### src/rtl/if_prefetch_stage.sv
// Instruction prefetch: sequential fetch ahead of decode into an in-order FIFO; response -> head visible next cycle.
// Credits bound issue by FIFO space and MAX_OUTSTANDING; Freeze holds the head; a taken branch flushes and discards in-flight data.
module if_prefetch_fifo #(
  parameter int WIDTH = 64,
  parameter int DEPTH = 4
) (
  input  logic                       clk,
  input  logic                       rst,
  input  logic                       flush,
  input  logic                       push_vld,
  input  logic [WIDTH-1:0]           push_dat,
  input  logic                       pop_vld,
  output logic [$clog2(DEPTH+1)-1:0] count,
  output logic [WIDTH-1:0]           head_dat
);
  localparam int PW = $clog2(DEPTH);
  localparam int CW = $clog2(DEPTH+1);

  logic [WIDTH-1:0] mem_q [DEPTH];
  logic [PW-1:0]    wr_ptr_q, wr_ptr_d, rd_ptr_q, rd_ptr_d;
  logic [CW-1:0]    count_q, count_d;

  always_comb begin
    wr_ptr_d = wr_ptr_q;
    rd_ptr_d = rd_ptr_q;
    count_d  = count_q;
    if (flush) begin
      wr_ptr_d = '0;
      rd_ptr_d = '0;
      count_d  = '0;
    end else begin
      if (push_vld) wr_ptr_d = wr_ptr_q + PW'(1);
      if (pop_vld)  rd_ptr_d = rd_ptr_q + PW'(1);
      count_d = count_q + CW'(push_vld) - CW'(pop_vld);
    end
  end

  always_ff @(posedge clk or negedge rst) begin
    if (!rst) begin
      wr_ptr_q <= '0;
      rd_ptr_q <= '0;
      count_q  <= '0;
    end else begin
      wr_ptr_q <= wr_ptr_d;
      rd_ptr_q <= rd_ptr_d;
      count_q  <= count_d;
    end
  end

  // Storage needs no reset: count gates every read.
  always_ff @(posedge clk) begin
    if (push_vld && !flush) mem_q[wr_ptr_q] <= push_dat;
  end

  assign count    = count_q;
  assign head_dat = mem_q[rd_ptr_q];
endmodule

module if_prefetch_stage #(
  parameter int                    WORD_WIDTH      = 32,
  parameter int                    PC_STEP         = 1,
  parameter int                    FIFO_DEPTH      = 4,
  parameter int                    MAX_OUTSTANDING = 4,
  parameter logic [WORD_WIDTH-1:0] RESET_PC        = '0
) (
  input  logic                  clk,
  input  logic                  rst,
  input  logic                  Freeze,
  input  logic                  Branch_Taken,
  input  logic [WORD_WIDTH-1:0] Branch_Address,
  output logic                  imem_req_valid,
  input  logic                  imem_req_ready,
  output logic [WORD_WIDTH-1:0] imem_addr,
  input  logic                  imem_resp_valid,
  input  logic [WORD_WIDTH-1:0] imem_resp_data,
  output logic                  inst_valid,
  output logic [WORD_WIDTH-1:0] instruction,
  output logic [WORD_WIDTH-1:0] PC_Stage_out
);
  localparam int IW = $clog2(MAX_OUTSTANDING+1);
  localparam int CW = $clog2(FIFO_DEPTH+1);
  localparam int SW = $clog2(2*FIFO_DEPTH+1);
  localparam logic [WORD_WIDTH-1:0] STEP = WORD_WIDTH'(PC_STEP);

  typedef struct packed {
    logic [WORD_WIDTH-1:0] pc_next;
    logic [WORD_WIDTH-1:0] instr;
  } entry_t;

  logic [WORD_WIDTH-1:0] fetch_pc_q, fetch_pc_d, resp_pc_q, resp_pc_d;
  logic [IW-1:0]         inflight_q, inflight_d, discard_q, discard_d;
  logic [CW-1:0]         fifo_count;
  logic [SW-1:0]         credit_used;
  entry_t                push_dat, head_dat;
  logic                  req_accept, push_vld, pop_vld;

  // Live in-flight requests already own a FIFO slot; discarded ones do not.
  assign credit_used    = SW'(fifo_count) + SW'(inflight_q) - SW'(discard_q);
  assign imem_req_valid = rst && !Branch_Taken
                          && (inflight_q < IW'(MAX_OUTSTANDING))
                          && (credit_used < SW'(FIFO_DEPTH));
  assign imem_addr      = fetch_pc_q;
  assign req_accept     = imem_req_valid && imem_req_ready;

  assign inst_valid   = (fifo_count != '0);
  assign instruction  = inst_valid ? head_dat.instr   : '0;
  assign PC_Stage_out = inst_valid ? head_dat.pc_next : '0;

  assign push_vld = imem_resp_valid && (discard_q == '0) && !Branch_Taken;
  assign pop_vld  = inst_valid && !Freeze && !Branch_Taken;
  assign push_dat = '{pc_next: resp_pc_q + STEP, instr: imem_resp_data};

  always_comb begin
    fetch_pc_d = fetch_pc_q;
    resp_pc_d  = resp_pc_q;
    discard_d  = discard_q;
    inflight_d = inflight_q + IW'(req_accept) - IW'(imem_resp_valid);
    if (Branch_Taken) begin
      fetch_pc_d = Branch_Address;
      resp_pc_d  = Branch_Address;
      discard_d  = inflight_q - IW'(imem_resp_valid);
    end else begin
      if (req_accept) fetch_pc_d = fetch_pc_q + STEP;
      if (imem_resp_valid) begin
        if (discard_q != '0) discard_d = discard_q - IW'(1);
        else                 resp_pc_d = resp_pc_q + STEP;
      end
    end
  end

  always_ff @(posedge clk or negedge rst) begin
    if (!rst) begin
      fetch_pc_q <= RESET_PC;
      resp_pc_q  <= RESET_PC;
      inflight_q <= '0;
      discard_q  <= '0;
    end else begin
      fetch_pc_q <= fetch_pc_d;
      resp_pc_q  <= resp_pc_d;
      inflight_q <= inflight_d;
      discard_q  <= discard_d;
    end
  end

  if_prefetch_fifo #(
    .WIDTH ($bits(entry_t)),
    .DEPTH (FIFO_DEPTH)
  ) u_fifo (
    .clk      (clk),
    .rst      (rst),
    .flush    (Branch_Taken),
    .push_vld (push_vld),
    .push_dat (push_dat),
    .pop_vld  (pop_vld),
    .count    (fifo_count),
    .head_dat (head_dat)
  );
endmodule

### config.mk
export PLATFORM = sky130hd
export DESIGN_NAME = if_prefetch_stage
export DESIGN_NICKNAME = d
export VERILOG_FILES = /design/src/rtl/if_prefetch_stage.sv
export SDC_FILE = /design/constraint.sdc
export NUM_CORES = 1
export LEC_CHECK = 0
export ABC_AREA = 1
export ABC_CLOCK_PERIOD_IN_PS = 7000
export CORE_ASPECT_RATIO = 0.75
export CORE_UTILIZATION = 40
export DETAILED_ROUTE_END_ITERATION = 8
export SETUP_SLACK_MARGIN = 0.3
export SLEW_MARGIN = 20
export SYNTH_ARGS = -nofsm -noshare
export SYNTH_HDL_FRONTEND = slang
export SYNTH_HIERARCHICAL = 1
export SYNTH_SLANG_ARGS = --single-unit
### constraint.sdc
create_clock -name clk -period 7 [get_ports clk]
set_input_delay 1.05 -clock clk [delete_from_list [all_inputs] [get_ports clk]]
set_output_delay 1.05 -clock clk [all_outputs]
set_load 0.02 [all_outputs]
==> flow_metrics.env, run 1 <==
export IMPL_place_inst=2412
export IMPL_reg2reg_slack_ns=3.56
export IMPL_wirelength_mm=39.8
export IMPL_htree_levels=2
export IMPL_cts_resized=0
export IMPL_ctsHoldBuffers=0
export IMPL_p_total_w=0.00638
export IMPL_clockBufferDepth=3
export IMPL_hold_start="inflight_q[1]$_DFF_PN0_"
export IMPL_die_h_um=178
export IMPL_clkSlewWorstSetupHoldPaths_ns=0.06
export IMPL_drt_wirelength_per_cell_um=16.0
export IMPL_cts_inserted_buffers=37
export IMPL_p_per_area_mw_per_mm2=323
export IMPL_grt_pass1_wl_mm=63.3
export IMPL_vias_per_cell=4.85
export IMPL_setup_tns_ns=0
export IMPL_r2r_start="inflight_q[1]$_DFF_PN0_"
export IMPL_preCtsSetupSlack_ns=2.68
export IMPL_synth_commonest_cells="nand2_1, inv_1, edfxtp_1, nor2_1, o211ai_1"
export IMPL_netlist_area_mm2=0.0166
export IMPL_hpwl_mm=26.0
export IMPL_ys_async_sr_fraction_pct=23.1
export IMPL_cp_end_kind="output port"
export IMPL_cts_tree="built"
export IMPL_fin_util_pct=48.3
export IMPL_syn_num_nets=1863
export IMPL_gp_congestion=0.872
export IMPL_ys_seq_elements=333
export IMPL_setup_ws_ns=2.47
export IMPL_min_to="inflight_q[2]$_DFF_PN0_"
export IMPL_dieArea_mm2=0.0423
export IMPL_yosysMostFrequentCell="nand2_1"
export IMPL_start_util_pct=40.6
export IMPL_timing_hold_violations_final=0
export IMPL_critPathArrivalTime_ns=3.48
export IMPL_min_path_type="register to register"
export IMPL_synth_area_leaders="edfxtp_1, dfrtp_1, nand2_1"
export IMPL_n_antenna_cell=0
export IMPL_yosysUniqueCellTypes=47
export IMPL_slew_headroom_pct=32.2
export IMPL_criticalPathCategory="register to output port"
export IMPL_drive_gt1_share_pct=6.20
export IMPL_io_pins=168
export IMPL_p_leak_nw=8.54
export IMPL_clock_sinks=333
export IMPL_rsz0062_at_grt="no"
export IMPL_cts_root_buffer="clkbuf_16"
export IMPL_cp_max_fo=65
export IMPL_syn_area_per_cell_um2=9.36
export IMPL_drc=0
export IMPL_rows=64
export IMPL_dr_pass1_iters=5
export IMPL_worstPathRequired_ns=5.95
export IMPL_r2r_worst_path_cells=13
export IMPL_coreArea_mm2=0.0408
export IMPL_first_iter_violations=838
export IMPL_final_max_slew_violation_count=0
export IMPL_area_growth_syn_to_layout_pct=19.0
export IMPL_postCtsSetupBuffers=0
export IMPL_antenna_found_initial=0
export IMPL_skew_ns=0.0167
export IMPL_nFillCells=3785
export IMPL_synthCells=1772
export IMPL_fmax_mhz=221
export IMPL_nets=2015
export IMPL_die_w_um=237
export IMPL_ant_nets=0
export IMPL_synth_main_ff_cell="edfxtp_1"
export IMPL_stdcell_count=2479
export IMPL_ys_seq_area_share_pct=58.0
export IMPL_synth_area_leader_cell="edfxtp_1"
export IMPL_yosysTopAreaCellShare_pct=46.3
export IMPL_regArea_mm2=0.00962
export IMPL_ys_warnings_count=6
export IMPL_finalCritPeriodShare_pct=64.7
export IMPL_cp_start_kind="register"
export IMPL_min_path_cells=1
export IMPL_worst_pin_slew_ns=1.02
export IMPL_period_minus_slack_ns=4.53
export IMPL_grt_max_degree=120
export IMPL_grt_pass1_vias=11400
export IMPL_r2r_end="imem_addr[25]$_DFFE_PN0P_"
export IMPL_vias=12000
export IMPL_status="finished, final reports clean"
export IMPL_setup_worst_path_start="u_fifo/rd_ptr_q[1]$_DFFE_PN0P_"
export IMPL_multi_input_area_mm2=0.00528
export IMPL_portBuffers=167
export IMPL_maxCapViolCount=0
export IMPL_clock_latency_ns=0.53
export IMPL_grt_ovfl_total=0
export IMPL_synth_edf_count=256
export IMPL_ir_worst_vdd_uv=191
export IMPL_grt_use_total_pct=19.2
export IMPL_final_setup_viol_count=0
[worst max-delay path by stage]
stage / end / slack (ns)
floorplan: u_fifo/mem_q[0][0]$_DFFE_PP_ / 2.11
global placement: u_fifo/mem_q[1][31]$_DFFE_PP_ / 2.69
detailed placement: u_fifo/mem_q[1][28]$_DFFE_PP_ / 2.68
CTS: PC_Stage_out[16] / 2.45
global route: PC_Stage_out[10] / 2.18
finish: PC_Stage_out[16] / 2.47
[state kept, by name (all words and copies together) (netlist names)]
name	count
u_fifo/wr_ptr_q	2
resp_pc_q	32
imem_addr	32
u_fifo/mem_q	256
inflight_q	3
u_fifo/count	3
u_fifo/rd_ptr_q	2
discard_q	3
[worst max-delay path, cell delays in order, from the launching register on]
cell             delay, ns
dfrtp_2               0.38
buf_4                 0.35
clkinv_2              0.19
buf_4                 0.64
o211ai_1              0.21
nand2_1               0.10
inv_1                 0.04
nor2_1                0.22
clkdlybuf4s50_1       0.66
[cell usage in the layout (no fill, tap or decap), types with 11 or more instances in the layout]
| master | n |
|---|---|
| o21ai_1 | 15 |
| o211ai_1 | 134 |
| nand2_1 | 509 |
| nor2_1 | 149 |
| buf_4 | 14 |
| clkbuf_16 | 37 |
| dfrtp_1 | 76 |
| a21oi_1 | 11 |
| clkdlybuf4s50_1 | 166 |
| ha_1 | 17 |
| o21ai_0 | 25 |
| xor2_1 | 15 |
| nand3_1 | 78 |
| inv_1 | 314 |
| edfxtp_1 | 256 |
[power by group]
| group | total, W | switching [W] | internal [W] |
|---|---|---|---|
| Combinational | 0.00208 | 0.00128 | 0.000800 |
| Clock | 0.00185 | 0.000782 | 0.00107 |
| Sequential | 0.00245 | 0.000153 | 0.00230 |
[area by class of cell]
class	instances	share of cell area [%]
inverter	326	6.23
multi-input combinational	1044	26.7
clock buffer	48	4.95
tap	528	3.35
sequential	333	48.7
clock inverter	18	0.843
timing repair buffer	182	9.15
[layer usage]
layer  wire length (um)  GRT usage, %  up-vias
li1                   -             -     6047
met1              19100          27.9     5628
met2              17600          29.8      289
met3               2410          3.54       52
met4                674          4.60        0
met5                  0             0        -
[kinds of logic after synthesis]
| group | count (synthesis) | share of synthesized area [%] |
|---|---|---|
| AO/OA/AOI/OAI | 207 | 8.57 |
| XOR/XNOR | 23 | 1.44 |
| adder cells (fa/ha/maj) | 21 | 1.77 |
| buffers and inverters | 395 | 10.4 |
| flip-flops | 333 | 58.0 |
| AND/OR/NAND/NOR | 793 | 19.8 |
[through the flow]
stage / cell area, um2 / hold WS, ns
3_5_place_dp: 18600 / 0.466
4_1_cts: 19700 / 0.474
5_1_grt: 19700 / 0.518
2_1_floorplan: 16600 / 0.442
3_3_place_gp: 18600 / 0.457
6_report: 19700 / 0.471
No activity file was read; power rests on OpenSTA's default activity.
==> inputs of run 2 (changes only) <==
--- a/config.mk
+++ b/config.mk
@@ -6,7 +6,7 @@
 export NUM_CORES = 1
 export LEC_CHECK = 0
 export ABC_AREA = 1
-export ABC_CLOCK_PERIOD_IN_PS = 7000
+export ABC_CLOCK_PERIOD_IN_PS = 3800
 export CORE_ASPECT_RATIO = 0.75
 export CORE_UTILIZATION = 40
 export DETAILED_ROUTE_END_ITERATION = 8
==> constraint.sdc (replaced) <==
create_clock -name clk -period 3.8 [get_ports clk]
set_input_delay 0.57 -clock clk [delete_from_list [all_inputs] [get_ports clk]]
set_output_delay 0.57 -clock clk [all_outputs]
set_load 0.02 [all_outputs]
==> flow_metrics.env, run 2 (same netlist as run 1, synthesis figures left out) <==
export IMPL_drive_gt1_share_pct=6.73
export IMPL_cts_tree="built"
export IMPL_layout_common_cells="nand2_1, inv_1, edfxtp_1"
export IMPL_cp_cell_sequence="inv_1 -> fa_1 -> ha_1 -> a21oi_1 -> nand3_1 -> nand2_1 -> nand2_1 -> inv_1 -> dlygate4sd2_1"
export IMPL_maxCapViolCount=0
export IMPL_clkSlewWorstSetupHoldPaths_ns=0.06
export IMPL_clock_sinks=333
export IMPL_r2r_start="discard_q[2]$_DFFE_PN0P_"
export IMPL_regMostFlops="u_fifo/mem_q"
export IMPL_die_w_um=237
export IMPL_grt_pass1_wl_mm=63.2
export IMPL_stdcell_count=2490
export IMPL_n_antenna_cell=0
export IMPL_grt_ovfl_total=0
export IMPL_worst_pin_slew_ns=0.654
export IMPL_grt_max_degree=83
export IMPL_wirelength_mm=40.2
export IMPL_clockBufferDepth=3
export IMPL_nFillCells=3799
export IMPL_fin_util_pct=48.6
export IMPL_portBuffers=167
export IMPL_htree_levels=2
export IMPL_fmax_mhz=301
export IMPL_io_pins=168
export IMPL_drt_wirelength_per_cell_um=16.2
export IMPL_area_growth_syn_to_layout_pct=19.7
export IMPL_max_stage_delay_ns=0.45
export IMPL_period_minus_slack_ns=3.32
export IMPL_critPathSlowestCell="fa_1"
export IMPL_start_util_pct=40.6
export IMPL_setup_worst_path_start="discard_q[2]$_DFFE_PN0P_"
export IMPL_vias_per_cell=4.85
export IMPL_cp_max_fo=4
export IMPL_worstPathRequired_ns=3.23
export IMPL_p_per_area_mw_per_mm2=589
export IMPL_final_cell_area_mm2=0.0199
export IMPL_rows=64
export IMPL_min_path_type="input port to asynchronous set/reset pin"
export IMPL_nets=2026
export IMPL_dr_pass1_iters=5
export IMPL_slew_headroom_pct=56.4
export IMPL_rsz0062_at_grt="no"
export IMPL_cts_root_buffer="clkbuf_16"
export IMPL_layout_commonest_cell="nand2_1"
export IMPL_final_max_slew_violation_count=0
export IMPL_clock_latency_ns=0.54
export IMPL_skew_ns=0.0236
export IMPL_setup_tns_ns=0
export IMPL_finalCritPeriodShare_pct=87.3
export IMPL_antenna_found_initial=1
export IMPL_gp_congestion=0.861
export IMPL_ir_worst_vdd_uv=413
export IMPL_dpl_cell_area_mm2=0.0187
export IMPL_vias=12100
export IMPL_place_inst=2424
export IMPL_p_leak_nw=8.61
export IMPL_grt_use_total_pct=19.2
export IMPL_criticalPathCategory="register to output port"
export IMPL_coreArea_mm2=0.0408
export IMPL_drc=0
export IMPL_ant_nets=0
export IMPL_die_h_um=178
export IMPL_largest_reg_flops=256
export IMPL_status="finished, final reports clean"
export IMPL_critPathArrivalTime_ns=2.75
export IMPL_dieArea_mm2=0.0423
export IMPL_cts_inserted_buffers=37
export IMPL_ctsHoldBuffers=0
export IMPL_p_total_w=0.0117
export IMPL_first_iter_violations=806
export IMPL_hpwl_mm=26.5
export IMPL_cp_start_kind="register"
export IMPL_postCtsSetupBuffers=0
export IMPL_cp_end_kind="output port"
export IMPL_final_setup_viol_count=0
export IMPL_timing_hold_violations_final=0
export IMPL_grt_pass1_vias=11100
## run 2: final timing paths
check / endpoint / slack [ns] / cells after the start
max in group asynchronous: u_fifo/rd_ptr_q[1]$_DFFE_PN0P_ / 2.55 / 3
min: resp_pc_q[29]$_DFFE_PN0P_ / 0.21 / 2
min in group clk: inflight_q[2]$_DFF_PN0_ / 0.47 / 1
min reg2reg: inflight_q[2]$_DFF_PN0_ / 0.47 / 1
max: imem_req_valid / 0.48 / 9
max reg2reg: inflight_q[2]$_DFF_PN0_ / 0.53 / 13
## run 2: cell type report
class | count | area [um2] | area share [%]
well taps | 528 | 661 | 3.33
flip-flops and latches | 333 | 9620 | 48.4
repair buffers | 193 | 1960 | 9.89
inverters | 326 | 1230 | 6.20
multi-input cells | 1044 | 5290 | 26.6
clock inverters | 16 | 101 | 0.510
clock buffers | 50 | 996 | 5.02
## run 2: layer usage
metal	wire [um]	share of wire (%)	GRT usage, %	up-vias
li1	-	-	-	6060
met1	19300	48	28.0	5690
met2	18200	45	30.4	290
met3	2150	5.3	3.03	47
met4	602	1.5	4.03	0
met5	0	0	0	-
## run 2: worst max-delay path: cells and delay by family (launching register included)
| kind | cells | cell delay (ns) |
|---|---|---|
| simple gates | 3 | 0.31 |
| compound gates | 1 | 0.20 |
| flops | 1 | 0.38 |
| buf+inv | 3 | 0.53 |
| fa+ha+maj | 2 | 0.81 |
## run 2: through the flow
| stage | setup WS [ns] | hold slack, ns |
|---|---|---|
| after floorplan | -0.670 | 0.274 |
| after global placement | 0.541 | 0.453 |
| after detailed placement | 0.472 | 0.466 |
| after CTS | 0.366 | 0.216 |
| after global routing | 0.306 | 0.225 |
| final | 0.483 | 0.208 |
## run 2: where the power goes
group	switching (W)	internal [W]	leakage (nW)
clock	0.00142	0.00185	0.534
sequential	0.000284	0.00423	3.24
combinational	0.00237	0.00153	4.83
## run 2: what timing repair did
| item | CTS | global route |
|---|---|---|
| endpoints found under the setup margin | 1 | 15 |
| gates resized for setup | 1 | 4 |
| pin swaps | 0 | 1 |
==> inputs of run 3 (changes only) <==
--- a/config.mk
+++ b/config.mk
@@ -8,6 +8,7 @@
 export ABC_AREA = 1
 export ABC_CLOCK_PERIOD_IN_PS = 3800
 export CORE_ASPECT_RATIO = 0.75
+export CORE_MARGIN = 2
 export CORE_UTILIZATION = 40
 export DETAILED_ROUTE_END_ITERATION = 8
 export SETUP_SLACK_MARGIN = 0.3
==> flow_metrics.env, run 3 (same netlist as run 1, synthesis figures left out) <==
export IMPL_antenna_found_initial=1
export IMPL_final_max_slew_violation_count=0
export IMPL_grt_use_total_pct=19.0
export IMPL_period_minus_slack_ns=3.32
export IMPL_clock_latency_ns=0.53
export IMPL_place_inst=2423
export IMPL_reg2reg_slack_ns=0.52
export IMPL_setup_ws_ns=0.478
export IMPL_min_path_type="input port to asynchronous set/reset pin"
export IMPL_area_growth_syn_to_layout_pct=19.4
export IMPL_grt_ovfl_total=0
export IMPL_gp_congestion=0.897
export IMPL_cp_cell_sequence="inv_1 -> fa_1 -> inv_1 -> ha_1 -> nand3_1 -> nand3_1 -> nand2_1 -> nor2_1 -> nand2_1 -> inv_1 -> clkdlybuf4s15_1"
export IMPL_slew_headroom_pct=55.2
export IMPL_criticalPathCategory="register to output port"
export IMPL_ant_nets=0
export IMPL_critPathArrivalTime_ns=2.75
export IMPL_wirelength_mm=40.5
export IMPL_skew_ns=0.0109
export IMPL_p_leak_nw=8.59
export IMPL_clock_sinks=333
export IMPL_regMostFlops="u_fifo/mem_q"
export IMPL_layout_commonest_cell="nand2_1"
export IMPL_grt_pass1_wl_mm=64.3
export IMPL_ir_worst_vdd_uv=328
export IMPL_hpwl_mm=27.0
export IMPL_cts_inserted_buffers=36
export IMPL_final_cell_area_mm2=0.0198
export IMPL_cts_tree="built"
export IMPL_vias_per_cell=4.89
export IMPL_finalCritPeriodShare_pct=87.4
export IMPL_n_antenna_cell=0
export IMPL_regArea_mm2=0.00962
export IMPL_drc=0
export IMPL_status="finished, final reports clean"
export IMPL_vias=12200
export IMPL_multi_input_area_mm2=0.00529
export IMPL_cts_root_buffer="clkbuf_16"
export IMPL_layout_common_cells="nand2_1, inv_1, edfxtp_1"
export IMPL_largest_reg_flops=256
export IMPL_nFillCells=3760
export IMPL_critical_path_depth=11
export IMPL_die_w_um=239
export IMPL_first_iter_violations=756
export IMPL_coreArea_mm2=0.0408
export IMPL_die_h_um=180
export IMPL_cp_max_fo=3
export IMPL_critPathSlowestCell="fa_1"
export IMPL_p_per_area_mw_per_mm2=586
export IMPL_cp_end_kind="output port"
export IMPL_io_pins=168
export IMPL_worst_path_most_repeated_cell="inv_1"
export IMPL_clkSlewWorstSetupHoldPaths_ns=0.06
export IMPL_dr_pass1_iters=6
export IMPL_final_setup_viol_count=0
export IMPL_worst_pin_slew_ns=0.672
export IMPL_fmax_mhz=301
export IMPL_dpl_cell_area_mm2=0.0187
export IMPL_critPathBufInv=4
export IMPL_timing_hold_violations_final=0
export IMPL_drive_gt1_share_pct=6.58
export IMPL_crit_family="adder cells"
export IMPL_max_stage_delay_ns=0.54
export IMPL_rows=64
export IMPL_cp_start_kind="register"
export IMPL_dieArea_mm2=0.0431
export IMPL_grt_max_degree=92
export IMPL_nets=2024
export IMPL_htree_levels=2
export IMPL_preCtsSetupSlack_ns=0.498
export IMPL_start_util_pct=40.6
export IMPL_portBuffers=167
export IMPL_r2r_end="inflight_q[2]$_DFF_PN0_"
export IMPL_grt_pass1_vias=11400
export IMPL_r2r_worst_path_cells=15
export IMPL_r2r_start="inflight_q[1]$_DFF_PN0_"
export IMPL_worstPathRequired_ns=3.23
export IMPL_drt_wirelength_per_cell_um=16.3
export IMPL_ctsHoldBuffers=0
export IMPL_maxCapViolCount=0
export IMPL_rsz0062_at_grt="yes"
export IMPL_clockBufferDepth=3
export IMPL_stdcell_count=2487
[run 3: changes by cell type in the layout (fill, tap and decap cells not counted), sizes merged]
cell,delta
clkinv,-1
buf,-1
dlygate4sd2,-1
clkbuf,-3
clkdlybuf4s15,+1
bufinv,+1
clkinvlp,+1
[run 3: power by group]
group / internal (W) / switching [W]
logic: 0.00154 / 0.00237
registers: 0.00423 / 0.000278
clock network: 0.00177 / 0.00141
total: 0.00754 / 0.00406
[run 3: cell type report]
type | count | share of cell area, %
Clock buffer | 47 | 4.76
Clock inverter | 17 | 0.562
Inverter | 326 | 6.31
Multi-Input combinational cell | 1044 | 26.7
Sequential cell | 333 | 48.5
Tap cell | 528 | 3.33
Timing Repair Buffer | 192 | 9.81
[run 3: worst max-delay path by stage]
| stage | startpoint | endpoint | slack, ns |
|---|---|---|---|
| final | inflight_q[1]$_DFF_PN0_ | imem_req_valid | 0.48 |
| after global routing | inflight_q[1]$_DFF_PN0_ | imem_req_valid | 0.30 |
| after global placement | inflight_q[1]$_DFF_PN0_ | inflight_q[2]$_DFF_PN0_ | 0.56 |
| after floorplan | discard_q[0]$_DFFE_PN0P_ | u_fifo/mem_q[0][0]$_DFFE_PP_ | -0.67 |
| after detailed placement | discard_q[2]$_DFFE_PN0P_ | inflight_q[2]$_DFF_PN0_ | 0.50 |
| after CTS | u_fifo/rd_ptr_q[0]$_DFFE_PN0P_ | PC_Stage_out[25] | 0.35 |
[run 3: per-layer routing]
layer / share of wire [%] / track usage [%] / up-vias
li1: - / - / 6058
met1: 49 / 28.7 / 5772
met2: 44 / 28.8 / 273
met3: 4.8 / 2.85 / 51
met4: 1.7 / 4.35 / 0
met5: 0 / 0 / -
[run 3: per-stage QoR]
step	hold WS (ns)	total power [W]	util, %	setup TNS, ns
after floorplan	0.274	0.00691	-	-171.51
after global placement	0.453	0.00845	45.9	0
after detailed placement	0.465	0.00851	45.9	0
after CTS	0.194	0.0117	48.4	0
after global routing	0.235	0.0123	48.5	0
final	0.210	0.0116	48.5	0
[run 3: repair_timing]
action / CTS / global route
endpoints found under the hold margin: 0 / 0
setup buffers: 0 / 0
resized for setup: 1 / 7
setup endpoints to repair: 1 / 43
